==> config.mk <==
export PLATFORM = sky130hd
export DESIGN_NAME = board_scanout
export DESIGN_NICKNAME = d
export VERILOG_FILES = /design/src/rtl/board_scanout.sv
export SDC_FILE = /design/constraint.sdc
export NUM_CORES = 1
export LEC_CHECK = 0
export ABC_AREA = 0
export CAP_MARGIN = 40
export CORE_MARGIN = 3
export CORE_UTILIZATION = 50
export DETAILED_ROUTE_END_ITERATION = 6
export HOLD_SLACK_MARGIN = 0.08
export PLACE_DENSITY = 0.82
export SLEW_MARGIN = 20
export SYNTH_ARGS = -nofsm -noshare
export SYNTH_HDL_FRONTEND = slang
export SYNTH_SLANG_ARGS = --single-unit
==> constraint.sdc <==
create_clock -name clk -period 7.51 [get_ports clk]
set_input_delay 1.1265 -clock clk [delete_from_list [all_inputs] [get_ports clk]]
set_output_delay 1.1265 -clock clk [all_outputs]
set_load 0.05 [all_outputs]
==> src/rtl/board_scanout.sv <==
// Frame scanner for the game board: raster-order reads through a 1-cycle read
// port, decoded beats out over valid/ready, and a per-row "settled" bitmap.
module board_scanout #(
   parameter int ROWS = 30,
   parameter int COLS = 10,
   parameter int RW   = 5,
   parameter int CW   = 4
) (
   input  logic            clk,
   input  logic            reset,
   input  logic            start,
   output logic            rd_en,
   output logic [RW-1:0]   rd_row,
   output logic [CW-1:0]   rd_col,
   input  logic [3:0]      rd_data,
   output logic            out_valid,
   input  logic            out_ready,
   output logic [RW-1:0]   out_row,
   output logic [CW-1:0]   out_col,
   output logic            out_occ,
   output logic            out_active,
   output logic [1:0]      out_style,
   output logic            out_last,
   output logic            busy,
   output logic            frame_done,
   output logic [ROWS-1:0] full_rows
);

   typedef enum logic [1:0] {IDLE, SCAN, DRAIN} state_t;

   typedef struct packed {
      logic [RW-1:0] row;
      logic [CW-1:0] col;
      logic          occ;
      logic          active;
      logic [1:0]    style;
      logic          last;
   } beat_t;

   state_t          state;
   beat_t           fifo [2];
   logic [1:0]      cnt;
   logic            wptr, rptr;
   logic            dvalid;
   logic [RW-1:0]   d_row;
   logic [CW-1:0]   d_col;
   logic            run_and;
   logic [ROWS-1:0] acc;

   logic            push, pop, row_and, last_addr;
   logic [1:0]      cnt_n;
   logic [2:0]      pending;
   beat_t           d_beat;

   assign push      = dvalid;
   assign out_valid = (cnt != 2'd0);
   assign pop       = out_valid & out_ready;
   assign cnt_n     = cnt + {1'b0, push} - {1'b0, pop};
   assign last_addr = (rd_row == RW'(ROWS-1)) && (rd_col == CW'(COLS-1));

   // Credit counts the beat leaving this cycle, so a held-high out_ready
   // sustains one read per clock with only two FIFO entries.
   assign pending = {1'b0, cnt} + {2'b0, dvalid} - {2'b0, pop};
   assign rd_en   = (state == SCAN) && (pending < 3'd2);

   assign row_and = ((d_col == '0) ? 1'b1 : run_and) & rd_data[0];

   always_comb begin
      d_beat        = '0;
      d_beat.row    = d_row;
      d_beat.col    = d_col;
      d_beat.occ    = rd_data[0] | rd_data[1];
      d_beat.active = rd_data[1];
      d_beat.style  = d_beat.occ ? rd_data[3:2] : 2'b00;
      d_beat.last   = (d_row == RW'(ROWS-1)) && (d_col == CW'(COLS-1));
   end

   assign {out_row, out_col, out_occ, out_active, out_style, out_last} = fifo[rptr];

   always_ff @(posedge clk) begin
      if (reset) begin
         state      <= IDLE;
         busy       <= 1'b0;
         frame_done <= 1'b0;
         rd_row     <= '0;
         rd_col     <= '0;
         dvalid     <= 1'b0;
         d_row      <= '0;
         d_col      <= '0;
         cnt        <= '0;
         wptr       <= 1'b0;
         rptr       <= 1'b0;
         fifo[0]    <= '0;
         fifo[1]    <= '0;
         run_and    <= 1'b0;
         acc        <= '0;
         full_rows  <= '0;
      end else begin
         frame_done <= 1'b0;
         dvalid     <= rd_en;
         cnt        <= cnt_n;
         if (rd_en) begin
            d_row <= rd_row;
            d_col <= rd_col;
            if (rd_col == CW'(COLS-1)) begin
               rd_col <= '0;
               rd_row <= (rd_row == RW'(ROWS-1)) ? '0 : rd_row + 1'b1;
            end else begin
               rd_col <= rd_col + 1'b1;
            end
         end
         if (push) begin
            fifo[wptr] <= d_beat;
            wptr       <= ~wptr;
            run_and    <= row_and;
            if (d_col == CW'(COLS-1)) acc[d_row] <= row_and;
         end
         if (pop) rptr <= ~rptr;

         case (state)
            // A start coincident with frame_done belongs to the finished frame.
            IDLE: if (start && !frame_done) begin
               state  <= SCAN;
               busy   <= 1'b1;
               rd_row <= '0;
               rd_col <= '0;
               acc    <= '0;
            end
            SCAN: if (rd_en && last_addr) state <= DRAIN;
            DRAIN: if (cnt_n == 2'd0 && !dvalid) begin
               full_rows  <= acc;
               frame_done <= 1'b1;
               busy       <= 1'b0;
               state      <= IDLE;
            end
            default: state <= IDLE;
         endcase
      end
   end

endmodule

==> impl_metrics.toml <==
[final_layout]
post-route-util = 0.657
syn_to_final_growth_pct = 27.3
final_layout_size_suffix_gt1_frac = 0.0931
final_nets = 581
n_antenna_cell = 0

[sta]
fmax_ghz = 0.178
relSlewSlack = 0.447
grt_setup_unrepaired = "no"
fin_skew_ns = 0.0116
setup_viol = 0
drv_slew = 0
period_minus_slack_ns = 5.63
worst_slew_pin_slew_ns = 0.824
finalSetupTns_ns = 0
hold_viol = 0
post-route-period-util = 0.750

[floorplan]
die_w_um = 104
fp.dieH_um = 104
initial_core_util = 0.516
dieArea_sq_um = 10800
core_area_sq_um = 9240
ioPinCount = 65
rows = 35

[logic_synthesis]
synthAdderAreaFrac = 0.0147
ys.flop_type = "dfxtp_1"
synth_commonest_cells = "dfxtp_1 (89), a21oi_1 (69), nand2_1 (68)"
synth-simple-area-share = 0.221
synth-seq-area-share = 0.550
synthesis.nets = 523
muxShareOfSynthArea = 0.0519
yosys.area_share.xor_xnor = 0.00918
synth-compound-area-share = 0.121
synth_area_leaders = "dfxtp_1 (37%), edfxtp_1 (18%), a21oi_1 (7.2%)"
yosysTopAreaCellShare = 0.373
syn_area_per_cell_sq_um = 9.36
ys_ff_latch = 117
synth_top_area_cell = "dfxtp_1"
synth_most_common_cell = "dfxtp_1"
synthArstFlopShare = 0
synthCells = 510
synth_area_sq_um = 4770
synth_top_family_by_area = "simple AND/OR/NAND/NOR gates"
ys_warn_count = 0
synth_edf_count = 28
ys_types = 42

[route]
via_count = 3875
antenna_left = 0
totalWireLength_um = 11000
wl_per_cell_um = 15.6
drt_iter0_drc = 256
drc_errors = 0
drtPass1Iterations = 6
drt-vias-per-instance = 5.47

[global_routing]
antenna_found_initial = 0
grt_pass1_wl_um = 18700
grt_overflow = 0
grt_max_degree = 39
gr-usage-all-layers = 0.213
grt_pass1_vias = 3928

[clock_tree]
root_buffer = "clkbuf_8"
cts_buffers = 17
post_cts_buffers = 0
holdBufCountCts = 0
clk_path_buf_depth = 2
clock-sinks = 117
cts.clk_slew.worst_paths_ns = 0.05
clkLatencyLatePin_ns = 0.51
cts_tree = "built"
ctsResizeCount = 0
htreeDepth = 4

[worst_setup_path]
worstSetupEndpointType = "output pin"
crit_required_ns = 6.38
cp.arrival_ns = 4.51
startpoint_type = "input port"
r2r_cells = 11
crit_fanout = 12
critical_path_class = "in2out"

[placement]
numPortBuffers = 64
dp_hpwl_um = 7130
finalWeightedCongestion = 0.826

[pwr]
power.leakage_nw = 2.04
power.density_nw_per_um2 = 288
ir_worst_vdd_mv = 0.157

[min_path]
hp-class = "reg2reg"
min_path_cells = 2

[run]
maxCapViolations = 0

[run_status]
outcome = "finished, final reports clean"
==> cell usage in the layout (no fill, tap or decap), types with 4 or more instances in the layout <==
master	netlist	final
a21oi_1	69	69
and2_1	23	23
clkbuf_1	20	6
clkbuf_16	0	16
clkbuf_8	0	5
clkdlybuf4s50_1	0	63
dfxtp_1	89	89
edfxtp_1	28	28
ha_1	4	4
inv_1	7	7
mux2_2	14	14
mux2i_1	9	9
nand2_1	68	68
nand2b_1	4	4
nand3_1	27	27
nand3b_1	5	5
nor2_1	36	36
nor2b_1	6	6
nor3b_1	4	4
o21ai_0	38	38
or3_1	14	14
xnor2_1	5	5
==> stage by stage <==
step                      worst slack [ns]  hold WS [ns]  cells  power (mW)  instance area (sq um)
final                                 1.88         0.449    709        1.75                   6070
after global routing                  1.66         0.477    709        1.81                   6070
after CTS                             1.88         0.448    708        1.76                   6070
after detailed placement              1.87         0.441    677        1.00                   5510
after global placement                2.01         0.445    673       0.994                   5450
after floorplan                       3.27         0.428    510       0.921                   4770
==> worst max-delay path: stages <==
cell and delay, ns:
clkdlybuf4s50_1 0.46, and2_1 0.15, ha_1 0.23, inv_1 0.06
ha_1 0.13, inv_1 0.05, fa_1 0.37, xnor2_1 0.35
and3_1 0.64, clkdlybuf4s50_1 0.93
==> final cells by class <==
class	instances	area, sq um
Multi-Input combinational cell	354	1990
Clock inverter	4	70.1
Tap cell	129	161
Sequential cell	117	2620
Inverter	8	30.0
Fill cell	720	3170
Timing Repair Buffer	70	703
Clock buffer	27	492
==> metal layers <==
layer	global-route usage	part of all wire	up-vias
met4	0.0902	0.014	0
met5	0	0	-
li1	-	-	1884
met2	0.350	0.49	120
met1	0.265	0.45	1856
met3	0.0611	0.051	15
==> path summary, 6_finish.rpt <==
check	from	endpoint	slack (ns)
setup reg to reg	cnt[1]	rd_row[2]	4.12
setup / recovery	out_ready	rd_en	1.88
hold / removal	acc[13]	full_rows[13]	0.45
hold reg to reg	acc[13]	full_rows[13]	0.45
==> where the power goes <==
| group | internal (mW) | total, mW | switching [mW] |
|---|---|---|---|
| Sequential | 0.675 | 0.703 | 0.0278 |
| Clock | 0.504 | 0.762 | 0.258 |
| Combinational | 0.108 | 0.287 | 0.179 |
| Total | 1.29 | 1.75 | 0.464 |
==> state kept, by name, summed over array words and instances, names as in the netlist, 2 cells and up, named ones only <==
| register | count |
|---|---|
| acc | 30 |
| cnt | 2 |
| d_col | 4 |
| d_row | 5 |
| fifo | 28 |
| full_rows | 30 |
| rd_col | 4 |
| rd_row | 5 |
| state | 2 |
==> logic make-up after synthesis <==
logic type	Yosys count
xor gates and xnor gates	5
adders and majority gates	5
DFF	117
and+or+nand+nor	209
AOI/OAI and AO/OA	112
buffers and inverters	39
muxes	23
(Power assumes the default switching activity.)
